`src/rtl/imem_port_arbiter_if.sv`:
```
// Bus bundle between the instruction-memory arbiter, its two requesters and the RAM.
// slave: arbiter side. master: the fetch stage / loader / RAM environment side.
interface imem_port_arbiter_if #(
  parameter int unsigned ADDR_W = 12
);
  // fetch stage
  logic              in_fetch_req;
  logic [31:0]       in_fetch_addr;
  logic              fetch_gnt_out;
  logic              fetch_valid_out;
  logic [31:0]       fetch_data_out;
  logic              stall_out;
  // program loader
  logic              in_load_req;
  logic [31:0]       in_load_addr;
  logic [31:0]       in_load_data;
  logic              load_gnt_out;
  // instruction RAM
  logic              mem_en_out;
  logic              mem_we_out;
  logic [ADDR_W-1:0] mem_addr_out;
  logic [31:0]       mem_wdata_out;
  logic [31:0]       in_mem_rdata;

  modport slave (
    input  in_fetch_req, in_fetch_addr, in_load_req, in_load_addr, in_load_data,
           in_mem_rdata,
    output fetch_gnt_out, fetch_valid_out, fetch_data_out, stall_out, load_gnt_out,
           mem_en_out, mem_we_out, mem_addr_out, mem_wdata_out
  );

  modport master (
    output in_fetch_req, in_fetch_addr, in_load_req, in_load_addr, in_load_data,
           in_mem_rdata,
    input  fetch_gnt_out, fetch_valid_out, fetch_data_out, stall_out, load_gnt_out,
           mem_en_out, mem_we_out, mem_addr_out, mem_wdata_out
  );
endinterface

```
`src/rtl/imem_port_arbiter.sv`:
```
// Single-port instruction memory arbiter: fetch (read) has priority, the loader
// (write) is forced through after MAX_WAIT consecutive denied cycles.
// Optional: define IMEM_ARB_PERF_EN to add fetch-grant and stall-cycle counters.
// Grants, stall and memory controls are combinational; read data is returned
// in the cycle after a fetch grant, straight from the registered RAM.
module imem_port_arbiter #(
  parameter int unsigned ADDR_W   = 12,
  parameter int unsigned MAX_WAIT = 4
) (
  input  logic                    clk,
  input  logic                    rst_n,
  imem_port_arbiter_if.slave      bus
`ifdef IMEM_ARB_PERF_EN
  ,
  output logic [31:0]             perf_fetch_cnt_out,
  output logic [31:0]             perf_stall_cnt_out
`endif
);

  localparam int unsigned CNT_W  = 4;
  localparam int unsigned DATA_W = 32;

  localparam logic [1:0] S_IDLE  = 2'd0;
  localparam logic [1:0] S_FETCH = 2'd1;
  localparam logic [1:0] S_LOAD  = 2'd2;

  logic [1:0]        state_q, state_d;
  logic [CNT_W-1:0]  wait_cnt_q, wait_cnt_d;
  logic [DATA_W-1:0] data_q, data_d;

  logic              load_force;
  logic              fetch_gnt;
  logic              load_gnt;
  logic              stall;
  logic              mem_en;
  logic              mem_we;
  logic [ADDR_W-1:0] mem_addr;
  logic [DATA_W-1:0] mem_wdata;
  logic [ADDR_W-1:0] fetch_word;
  logic [ADDR_W-1:0] load_word;
  logic              rd_pending;

  // Byte offset and bits above the memory size are intentionally dropped.
  assign fetch_word = bus.in_fetch_addr[ADDR_W+1:2];
  assign load_word  = bus.in_load_addr[ADDR_W+1:2];

  logic unused_addr_bits;
  assign unused_addr_bits = ^{bus.in_fetch_addr[31:ADDR_W+2], bus.in_fetch_addr[1:0],
                              bus.in_load_addr[31:ADDR_W+2], bus.in_load_addr[1:0]};

  // FETCH state means the previous cycle issued a read: RAM data is on in_mem_rdata now.
  assign rd_pending = (state_q == S_FETCH);

  // State, starvation counter and held read word.
  always_ff @(posedge clk or negedge rst_n) begin
    if (!rst_n) begin
      state_q    <= S_IDLE;
      wait_cnt_q <= '0;
      data_q     <= '0;
    end else begin
      state_q    <= state_d;
      wait_cnt_q <= wait_cnt_d;
      data_q     <= data_d;
    end
  end

  // Arbitration, memory controls, next state and starvation counter update.
  always_comb begin
    load_force = 1'b0;
    fetch_gnt  = 1'b0;
    load_gnt   = 1'b0;
    stall      = 1'b0;
    mem_en     = 1'b0;
    mem_we     = 1'b0;
    mem_addr   = '0;
    mem_wdata  = '0;
    state_d    = S_IDLE;
    wait_cnt_d = '0;
    data_d     = rd_pending ? bus.in_mem_rdata : data_q;

    // Nothing is granted while reset is held, so the RAM is never touched.
    if (rst_n) begin
      load_force = bus.in_load_req && (wait_cnt_q == CNT_W'(MAX_WAIT));
      if (load_force) begin
        load_gnt = 1'b1;
      end else if (bus.in_fetch_req) begin
        fetch_gnt = 1'b1;
      end else if (bus.in_load_req) begin
        load_gnt = 1'b1;
      end

      if (fetch_gnt) begin
        mem_en   = 1'b1;
        mem_addr = fetch_word;
        state_d  = S_FETCH;
      end else if (load_gnt) begin
        mem_en    = 1'b1;
        mem_we    = 1'b1;
        mem_addr  = load_word;
        mem_wdata = bus.in_load_data;
        state_d   = S_LOAD;
      end

      stall = bus.in_fetch_req && !fetch_gnt;

      if (bus.in_load_req && !load_gnt) begin
        wait_cnt_d = (wait_cnt_q == CNT_W'(MAX_WAIT)) ? wait_cnt_q
                                                      : wait_cnt_q + CNT_W'(1);
      end
    end
  end

  assign bus.fetch_gnt_out   = fetch_gnt;
  assign bus.load_gnt_out    = load_gnt;
  assign bus.stall_out       = stall;
  assign bus.mem_en_out      = mem_en;
  assign bus.mem_we_out      = mem_we;
  assign bus.mem_addr_out    = mem_addr;
  assign bus.mem_wdata_out   = mem_wdata;
  assign bus.fetch_valid_out = rd_pending;
  assign bus.fetch_data_out  = rd_pending ? bus.in_mem_rdata : data_q;

`ifdef IMEM_ARB_PERF_EN
  logic [31:0] perf_fetch_q, perf_stall_q;

  // Free-running wrap-around counters of fetch grants and stalled cycles.
  always_ff @(posedge clk or negedge rst_n) begin
    if (!rst_n) begin
      perf_fetch_q <= '0;
      perf_stall_q <= '0;
    end else begin
      if (fetch_gnt) perf_fetch_q <= perf_fetch_q + 32'd1;
      if (stall)     perf_stall_q <= perf_stall_q + 32'd1;
    end
  end

  assign perf_fetch_cnt_out = perf_fetch_q;
  assign perf_stall_cnt_out = perf_stall_q;
`endif

endmodule
```
`src/flat_wrapper.sv`:
```
// flat-port wrapper written by rule: the top's interface ports become plain ports
module imem_port_arbiter_flat 
#(
  parameter int unsigned ADDR_W   = 12,
  parameter int unsigned MAX_WAIT = 4
)
  (clk, rst_n, bus_in_fetch_req, bus_in_fetch_addr, bus_in_load_req, bus_in_load_addr, bus_in_load_data, bus_in_mem_rdata, bus_fetch_gnt_out, bus_fetch_valid_out, bus_fetch_data_out, bus_stall_out, bus_load_gnt_out, bus_mem_en_out, bus_mem_we_out, bus_mem_addr_out, bus_mem_wdata_out);
  imem_port_arbiter_if #(.ADDR_W(ADDR_W)) bus_i ();
  input  logic clk;
  input  logic rst_n;
  input wire logic [$bits(bus_i.in_fetch_req)-1:0] bus_in_fetch_req;
  input wire logic [$bits(bus_i.in_fetch_addr)-1:0] bus_in_fetch_addr;
  input wire logic [$bits(bus_i.in_load_req)-1:0] bus_in_load_req;
  input wire logic [$bits(bus_i.in_load_addr)-1:0] bus_in_load_addr;
  input wire logic [$bits(bus_i.in_load_data)-1:0] bus_in_load_data;
  input wire logic [$bits(bus_i.in_mem_rdata)-1:0] bus_in_mem_rdata;
  output wire logic [$bits(bus_i.fetch_gnt_out)-1:0] bus_fetch_gnt_out;
  output wire logic [$bits(bus_i.fetch_valid_out)-1:0] bus_fetch_valid_out;
  output wire logic [$bits(bus_i.fetch_data_out)-1:0] bus_fetch_data_out;
  output wire logic [$bits(bus_i.stall_out)-1:0] bus_stall_out;
  output wire logic [$bits(bus_i.load_gnt_out)-1:0] bus_load_gnt_out;
  output wire logic [$bits(bus_i.mem_en_out)-1:0] bus_mem_en_out;
  output wire logic [$bits(bus_i.mem_we_out)-1:0] bus_mem_we_out;
  output wire logic [$bits(bus_i.mem_addr_out)-1:0] bus_mem_addr_out;
  output wire logic [$bits(bus_i.mem_wdata_out)-1:0] bus_mem_wdata_out;
  assign bus_i.in_fetch_req = bus_in_fetch_req;
  assign bus_i.in_fetch_addr = bus_in_fetch_addr;
  assign bus_i.in_load_req = bus_in_load_req;
  assign bus_i.in_load_addr = bus_in_load_addr;
  assign bus_i.in_load_data = bus_in_load_data;
  assign bus_i.in_mem_rdata = bus_in_mem_rdata;
  assign bus_fetch_gnt_out = bus_i.fetch_gnt_out;
  assign bus_fetch_valid_out = bus_i.fetch_valid_out;
  assign bus_fetch_data_out = bus_i.fetch_data_out;
  assign bus_stall_out = bus_i.stall_out;
  assign bus_load_gnt_out = bus_i.load_gnt_out;
  assign bus_mem_en_out = bus_i.mem_en_out;
  assign bus_mem_we_out = bus_i.mem_we_out;
  assign bus_mem_addr_out = bus_i.mem_addr_out;
  assign bus_mem_wdata_out = bus_i.mem_wdata_out;
  imem_port_arbiter #(.ADDR_W(ADDR_W), .MAX_WAIT(MAX_WAIT)) u_core (.clk(clk), .rst_n(rst_n), .bus(bus_i));
endmodule
```
`config.mk`:
```
export PLATFORM = sky130hd
export DESIGN_NAME = imem_port_arbiter_flat
export DESIGN_NICKNAME = d
export VERILOG_FILES = /design/src/rtl/imem_port_arbiter_if.sv /design/src/rtl/imem_port_arbiter.sv /design/src/flat_wrapper.sv
export SDC_FILE = /design/constraint.sdc
export NUM_CORES = 1
export LEC_CHECK = 0
export BUFFER_PORTS_ARGS = -buffer_cell sky130_fd_sc_hd__buf_4
export CAP_MARGIN = 20
export CORE_AREA = 2 2 82 84
export CTS_CLUSTER_DIAMETER = 30
export CTS_CLUSTER_SIZE = 40
export DETAILED_ROUTE_END_ITERATION = 8
export DIE_AREA = 0 0 84 86
export HOLD_SLACK_MARGIN = 0.15
export PLACE_DENSITY = 0.75
export RECOVER_POWER = 25
export SYNTH_ARGS = -nofsm -noshare
export SYNTH_HDL_FRONTEND = slang
export SYNTH_SLANG_ARGS = --single-unit
export TNS_END_PERCENT = 10
```
`constraint.sdc`:
```
create_clock -name clk -period 2 [get_ports clk]
set_input_delay 0.2 -clock clk [delete_from_list [all_inputs] [get_ports clk]]
set_output_delay 0.2 -clock clk [all_outputs]
set_load 0.05 [all_outputs]
```
==> results.py, run 1 <==
metrics = {
    "sta": {
        "setup_ws_ns": -0.0377,
        "slew_violations": 0,
        "layout_min_cycle_time_ns": 2.04,
        "rsz0062_at_grt": "yes",
        "setup_tns_ns": -0.113,
        "finalCritPeriodShare_pct": 102,
        "hold_viol": 0,
        "worst_pin_slew_ns": 0.941,
        "finalClockSkew_ns": 0.00635,
        "slew_headroom_pct": 37.3,
        "hold_slack_ns": 0.164,
        "fmax_mhz": 491,
        "setup_viol": 17,
    },
    "cells_and_area": {
        "syn_to_final_growth_pct": 97.4,
        "fin_util_pct": 58.9,
        "fin_cells": 406,
        "drive_above_1_share_pct": 74.2,
        "final_nets": 462,
        "diodes": 0,
    },
    "drt": {
        "wl_met2_um": 3490,
        "finalWirelength_um": 6170,
        "drt_pass1_iterations": 4,
        "wl_per_cell_um": 15.2,
        "ant_nets": 0,
        "drt_iter0_drc": 43,
        "wl_met3_um": 467,
        "top_layer": "met4",
        "num_vias": 1822,
        "drc": 0,
        "wl_met1_um": 2120,
        "drt-vias-per-instance": 4.49,
    },
    "flow_run": {
        "cap_violations": 0,
    },
    "global_routing": {
        "grt_pass1_vias": 1898,
        "grt_max_degree": 39,
        "antenna_found_initial": 0,
        "grt_pass1_wl_um": 8870,
        "grt.overflow.total": 0,
        "grtUsageTotal_pct": 15.3,
    },
    "hold_path": {
        "hold_start": "bus_in_mem_rdata[29]",
        "hold_path.class": "in2reg",
    },
    "cts": {
        "clk_pin_slew_ns": 0.08,
        "clockBufferDepth": 2,
        "clockRootBuffer": "clkbuf_8",
        "htreeDepth": 2,
        "clock-sinks": 38,
        "numCtsBuffers": 5,
        "clk_latency_ns": 0.28,
        "cts_tree": "yes",
    },
    "logic_synthesis": {
        "synth_top_area_share_pct": 50.8,
        "synth.top_cells.by_count": "38 x dfrtp_1, 32 x and2_1, 32 x mux2_2",
        "synth-seq-cells": 38,
        "syn_nets": 279,
        "syn_area_per_cell_um2": 12.9,
        "synth_most_common_cell": "dfrtp_1",
        "yosysWarnings": 0,
        "synth_flop_cell": "dfrtp_1",
        "synth_area_leader_cell": "dfrtp_1",
        "ys_seq_area_share_pct": 50.8,
        "synth_edf_count": 0,
        "ys_async_sr_fraction_pct": 100,
        "syn_area_um2": 1870,
        "syn-instance-count": 145,
        "ys_types": 21,
        "ys_top_cells_by_area": "dfrtp_1 51%, mux2_2 19%, and2_1 11%",
    },
    "worst_setup_path": {
        "cp_top_family": "buffers and inverters",
        "crit_start": "u_core.wait_cnt_q[1]",
        "path_max_fanout": 24,
        "cp_slowest_cell": "dfrtp_1",
        "crit_arrival_ns": 1.84,
        "crit_type": "reg2out",
        "end_kind": "output port",
        "cpPeakStageDelay_ns": 0.40,
        "r2r_start": "u_core.wait_cnt_q[1]",
        "worst-endpoint-required_ns": 1.80,
        "startpoint_type": "flop",
        "cp_cell_sequence": "inv_2 -> ha_4 -> nand3b_4 -> a21oi_4 -> buf_4 -> buf_12 -> and2_1 -> buf_6",
        "path_buf_inv": 4,
    },
    "power": {
        "p_seq_share_pct": 34.2,
        "p_comb_share_pct": 45.7,
        "internal-power_mw": 1.62,
        "switching_share_pct": 38.7,
        "finalPower_mw": 2.64,
        "ir_drop_mv": 0.381,
        "clkPwrFrac_pct": 20.1,
        "power_switching_mw": 1.02,
        "p_per_area_nw_per_um2": 715,
        "leakage_nw": 1.87,
    },
    "floorplanning": {
        "die_w_um": 84,
        "row_count": 29,
        "coreArea_um2": 6280,
        "initial_core_util_pct": 29.8,
        "io_pins": 214,
        "dieHeight_um": 86,
        "dieArea_um2": 7220,
    },
    "outcome": {
        "status": "complete, but fails checks",
        "violations": "negative setup slack",
    },
    "placement": {
        "hpwlAfterDp_um": 4280,
        "routabilityCongestion": 0.683,
        "dp_cells": 388,
        "portBuffers": 173,
    },
}
cell families after synthesis:
family | after synthesis | synth area share (%)
adders and majority gates | 2 | 1.34
muxes | 32 | 19.3
AOI/OAI and AO/OA | 14 | 6.75
and+or+nand+nor | 45 | 15.8
xor gates and xnor gates | 2 | 0.936
buffers and inverters | 12 | 5.08
DFF | 38 | 50.8
area by class of cell:
type | instances | area (um^2)
tap | 77 | 96.3
clock inverter | 2 | 12.5
fill | 540 | 2580
sequential | 38 | 951
inverter | 2 | 7.51
multi-input combinational | 95 | 875
clock buffer | 6 | 82.6
timing repair buffer | 186 | 1670
final timing paths:
kind,to,slack (ns),cells after the start
max,bus_mem_wdata_out[14],-0.04,8
min in group asynchronous,u_core.data_q[30],0.71,3
min reg2reg,u_core.data_q[29],0.50,1
min,u_core.data_q[29],0.16,2
max in group asynchronous,u_core.data_q[26],0.70,3
max reg2reg,u_core.wait_cnt_q[1],0.51,7
state kept, by name, indices dropped and copies added, names as in the netlist:
name               flops
u_core.state_q         2
u_core.data_q         32
u_core.wait_cnt_q      4
per-layer routing:
metal	GRT usage, %	vias up
met1	16.4	855
met2	29.6	102
met4	5.28	0
li1	-	857
met5	0	-
met3	3.27	8
power groups by stage:
stage / registers [mW] / logic, mW / clock network (mW)
floorplan: 0.910 / 0.749 / 0
global placement: 0.913 / 1.14 / 0
detailed placement: 0.920 / 1.15 / 0
CTS: 0.904 / 1.18 / 0.557
global route: 0.915 / 1.26 / 0.593
finish: 0.903 / 1.21 / 0.532
cells in the final DEF (no fill, tap or decap), types with 2 or more instances in the layout:
| cell | n |
|---|---|
| a22o_1 | 11 |
| buf_12 | 4 |
| buf_4 | 135 |
| clkbuf_8 | 6 |
| inv_2 | 2 |
| buf_6 | 33 |
| nand2_1 | 2 |
| mux2_2 | 32 |
| and3_1 | 4 |
| buf_8 | 11 |
| and2_1 | 22 |
| and2_4 | 10 |
| dfrtp_1 | 38 |
metrics by stage:
stage / instance area, um^2 / setup slack [ns]
4_1_cts: 3520 / 0.00843
5_1_grt: 3690 / -0.116
6_report: 3690 / -0.0377
2_1_floorplan: 1870 / 0.112
3_5_place_dp: 3230 / 0.151
3_3_place_gp: 3230 / 0.197
worst reg2reg max path, stage by stage (launching register included):
cell and delay (ns):
dfrtp_1 0.40, inv_2 0.08, ha_4 0.15, nand4b_1 0.13, nor2b_4 0.16, buf_12 0.14, buf_4 0.15, and3_1 0.17
what timing repair did:
action,in CTS,in global routing
buffers inserted,5,2
cloned,1,2
hold buffers,1,0
resized for setup,27,43
pin swaps,2,1
endpoints found under the setup margin,45,45
hold endpoints to repair,38,0
Note: power is estimated with default switching activity, not from simulation.
==> run 2: changes to the inputs <==
==> constraint.sdc (replaced) <==
create_clock -name clk -period 2 [get_ports clk]
set_input_delay 0.3 -clock clk [delete_from_list [all_inputs] [get_ports clk]]
set_output_delay 0.3 -clock clk [all_outputs]
set_load 0.05 [all_outputs]
==> run 2 against run 1 <==
  * Clock power grew 24%
  * Via count shrank 0.44%
  * Total power grew 4.5%
  * Maximum frequency shrank 1.0%
  * Non-clock buffer count shrank 2
  * Worst setup slack lost 0.021 ns
  * Global-route usage grew 1.2 points
  * Cell area is essentially flat
  * Sequential power is essentially flat
  * Core utilization is essentially flat
  * The run still ends with negative setup slack left
  * Clock-buffer cell count is the same
  * Final cell count shrank 0.49%
==> results.py, run 2 (synthesis results as in run 1) <==
metrics = {
    "outcome": {
        "status": "complete, but fails checks",
        "violations": "negative setup slack",
    },
    "worst_setup_path": {
        "worst-endpoint-required_ns": 1.70,
        "crit_type": "reg2out",
        "crit_arrival_ns": 1.76,
        "path_max_fanout": 23,
        "r2r_start": "u_core.wait_cnt_q[1]",
        "r2r_cells": 7,
        "r2r_slack_ns": 0.42,
        "cp_slowest_cell": "dfrtp_1",
        "critical_path_depth": 7,
        "cp_top_family": "buffers and inverters",
        "startpoint_type": "flop",
        "cp_cell_sequence": "inv_2 -> ha_4 -> nand3b_4 -> a21oi_4 -> buf_12 -> a22o_1 -> buf_6",
        "timing.rr.end": "u_core.wait_cnt_q[1]",
        "path_buf_inv": 3,
        "end_kind": "output port",
        "cpPeakStageDelay_ns": 0.40,
    },
    "sta": {
        "rsz0062_at_grt": "yes",
        "finalCritPeriodShare_pct": 103,
        "hold_viol": 0,
        "setup_ws_ns": -0.0585,
        "setup_viol": 45,
        "hold_slack_ns": 0.260,
        "fmax_mhz": 486,
        "slew_violations": 0,
        "slew_headroom_pct": 37.4,
        "finalClockSkew_ns": 0.00538,
        "layout_min_cycle_time_ns": 2.06,
        "worst_pin_slew_ns": 0.940,
    },
    "global_routing": {
        "antenna_found_initial": 0,
        "grt.overflow.total": 0,
        "grt_pass1_vias": 1912,
        "grtUsageTotal_pct": 16.5,
        "grt_pass1_wl_um": 9370,
        "grt_max_degree": 39,
    },
    "drt": {
        "ant_nets": 0,
        "drt_iter0_drc": 42,
        "drt-vias-per-instance": 4.49,
        "drc": 0,
        "wl_per_cell_um": 15.0,
        "drt_pass1_iterations": 4,
        "num_vias": 1814,
        "finalWirelength_um": 6050,
    },
    "placement": {
        "hpwlAfterDp_um": 4380,
        "dp_slack_ns": 0.0670,
        "routabilityCongestion": 0.690,
        "portBuffers": 173,
    },
    "flow_run": {
        "cap_violations": 0,
    },
    "power": {
        "leakage_nw": 1.88,
        "p_comb_share_pct": 43.4,
        "switching_share_pct": 37.1,
        "power_switching_mw": 1.03,
        "ir_drop_mv": 0.409,
        "p_per_area_nw_per_um2": 748,
        "internal-power_mw": 1.74,
        "p_seq_share_pct": 32.7,
        "clkPwrFrac_pct": 23.9,
    },
    "cts": {
        "clk_pin_slew_ns": 0.08,
        "htreeDepth": 2,
        "clk_latency_ns": 0.29,
        "cts_tree": "yes",
        "numCtsBuffers": 5,
        "clockRootBuffer": "clkbuf_8",
        "clock-sinks": 38,
        "clockBufferDepth": 2,
    },
    "hold_path": {
        "worstHoldPathCells": 2,
        "hold_start": "bus_in_mem_rdata[4]",
        "min_to": "u_core.data_q[4]",
        "hold_path.class": "in2reg",
    },
    "cells_and_area": {
        "reg.largest.list": "u_core.data_q: 32 flops, u_core.wait_cnt_q: 4 flops, u_core.state_q: 2 flops",
        "syn_to_final_growth_pct": 97.3,
        "final_common_cell": "buf_4",
        "diodes": 0,
        "fillers": 547,
        "final_nets": 461,
        "largest-register": "u_core.data_q",
        "mostFrequentLayoutCells": "134 x buf_4, 38 x dfrtp_1, 33 x buf_6",
        "largest_reg_flops": 32,
        "drive_above_1_share_pct": 74.6,
    },
    "floorplanning": {
        "dieHeight_um": 86,
        "coreArea_um2": 6280,
        "initial_core_util_pct": 29.8,
        "row_count": 29,
        "dieArea_um2": 7220,
        "io_pins": 214,
        "die_w_um": 84,
    },
}
[run 2: cell count changes in the layout (fill, tap and decap cells not counted)]
| cell | previous run | this run |
|---|---|---|
| and2_1 | 22 | 20 |
| and2_4 | 10 | 12 |
| buf_12 | 4 | 3 |
| buf_4 | 135 | 134 |
| buf_8 | 11 | 12 |
| bufinv_16 | 0 | 1 |
| clkbuf_16 | 1 | 0 |
| clkinv_2 | 1 | 0 |
| clkinvlp_4 | 1 | 0 |
| nor2b_4 | 1 | 2 |
[run 2: repair_timing]
action / CTS / global route
hold buffers: 1 / 0
resized for setup: 55 / 24
buffers inserted: 5 / 0
endpoints found under the hold margin: 38 / 0
cloned: 2 / 0
pin swaps: 13 / 14
endpoints found under the setup margin: 51 / 66
[run 2: power groups by stage]
stage | sequential, mW | combinational [mW] | clock, mW
6_report | 0.902 | 1.20 | 0.660
4_1_cts | 0.904 | 1.20 | 0.676
2_1_floorplan | 0.910 | 0.749 | 0
3_5_place_dp | 0.920 | 1.15 | 0
5_1_grt | 0.915 | 1.26 | 0.714
3_3_place_gp | 0.913 | 1.14 | 0
[run 2: cell type report]
cell class              instances  area [um^2]  area share, %
well taps                      77         96.3           2.61
repair buffers                184         1630           44.2
clock buffers                   6         82.6           2.24
flip-flops and latches         38          951           25.7
multi-input cells              96          893           24.2
clock inverters                 1         30.0          0.813
inverters                       2         7.51          0.203
[run 2: worst max-delay path by stage]
stage | slack [ns] | from | end
3_3_place_gp | 0.11 | u_core.wait_cnt_q[0] | bus_mem_addr_out[6]
6_report | -0.06 | u_core.wait_cnt_q[1] | bus_mem_addr_out[8]
2_1_floorplan | 0.01 | u_core.wait_cnt_q[0] | bus_mem_wdata_out[22]
3_5_place_dp | 0.07 | u_core.wait_cnt_q[0] | bus_mem_addr_out[6]
5_1_grt | -0.14 | u_core.wait_cnt_q[1] | bus_mem_addr_out[9]
4_1_cts | -0.09 | u_core.wait_cnt_q[1] | bus_mem_wdata_out[8]
[run 2: metal layers]
layer	wire length, um	track usage [%]
met1	2120	17.8
met2	3450	32.5
met5	0	0
met4	65	4.84
met3	412	3.27
[run 2: per-stage QoR]
step                power (mW)  utilization, %  area (um^2)  cells  setup TNS, ns
global route              2.89            58.8         3690    404          -5.11
CTS                       2.78            58.1         3650    405          -2.15
floorplan                 1.66               -         1870    145              0
detailed placement        2.07            51.5         3230    390              0
global placement          2.05            51.5         3230    390              0
finish                    2.76            58.8         3690    404          -1.34
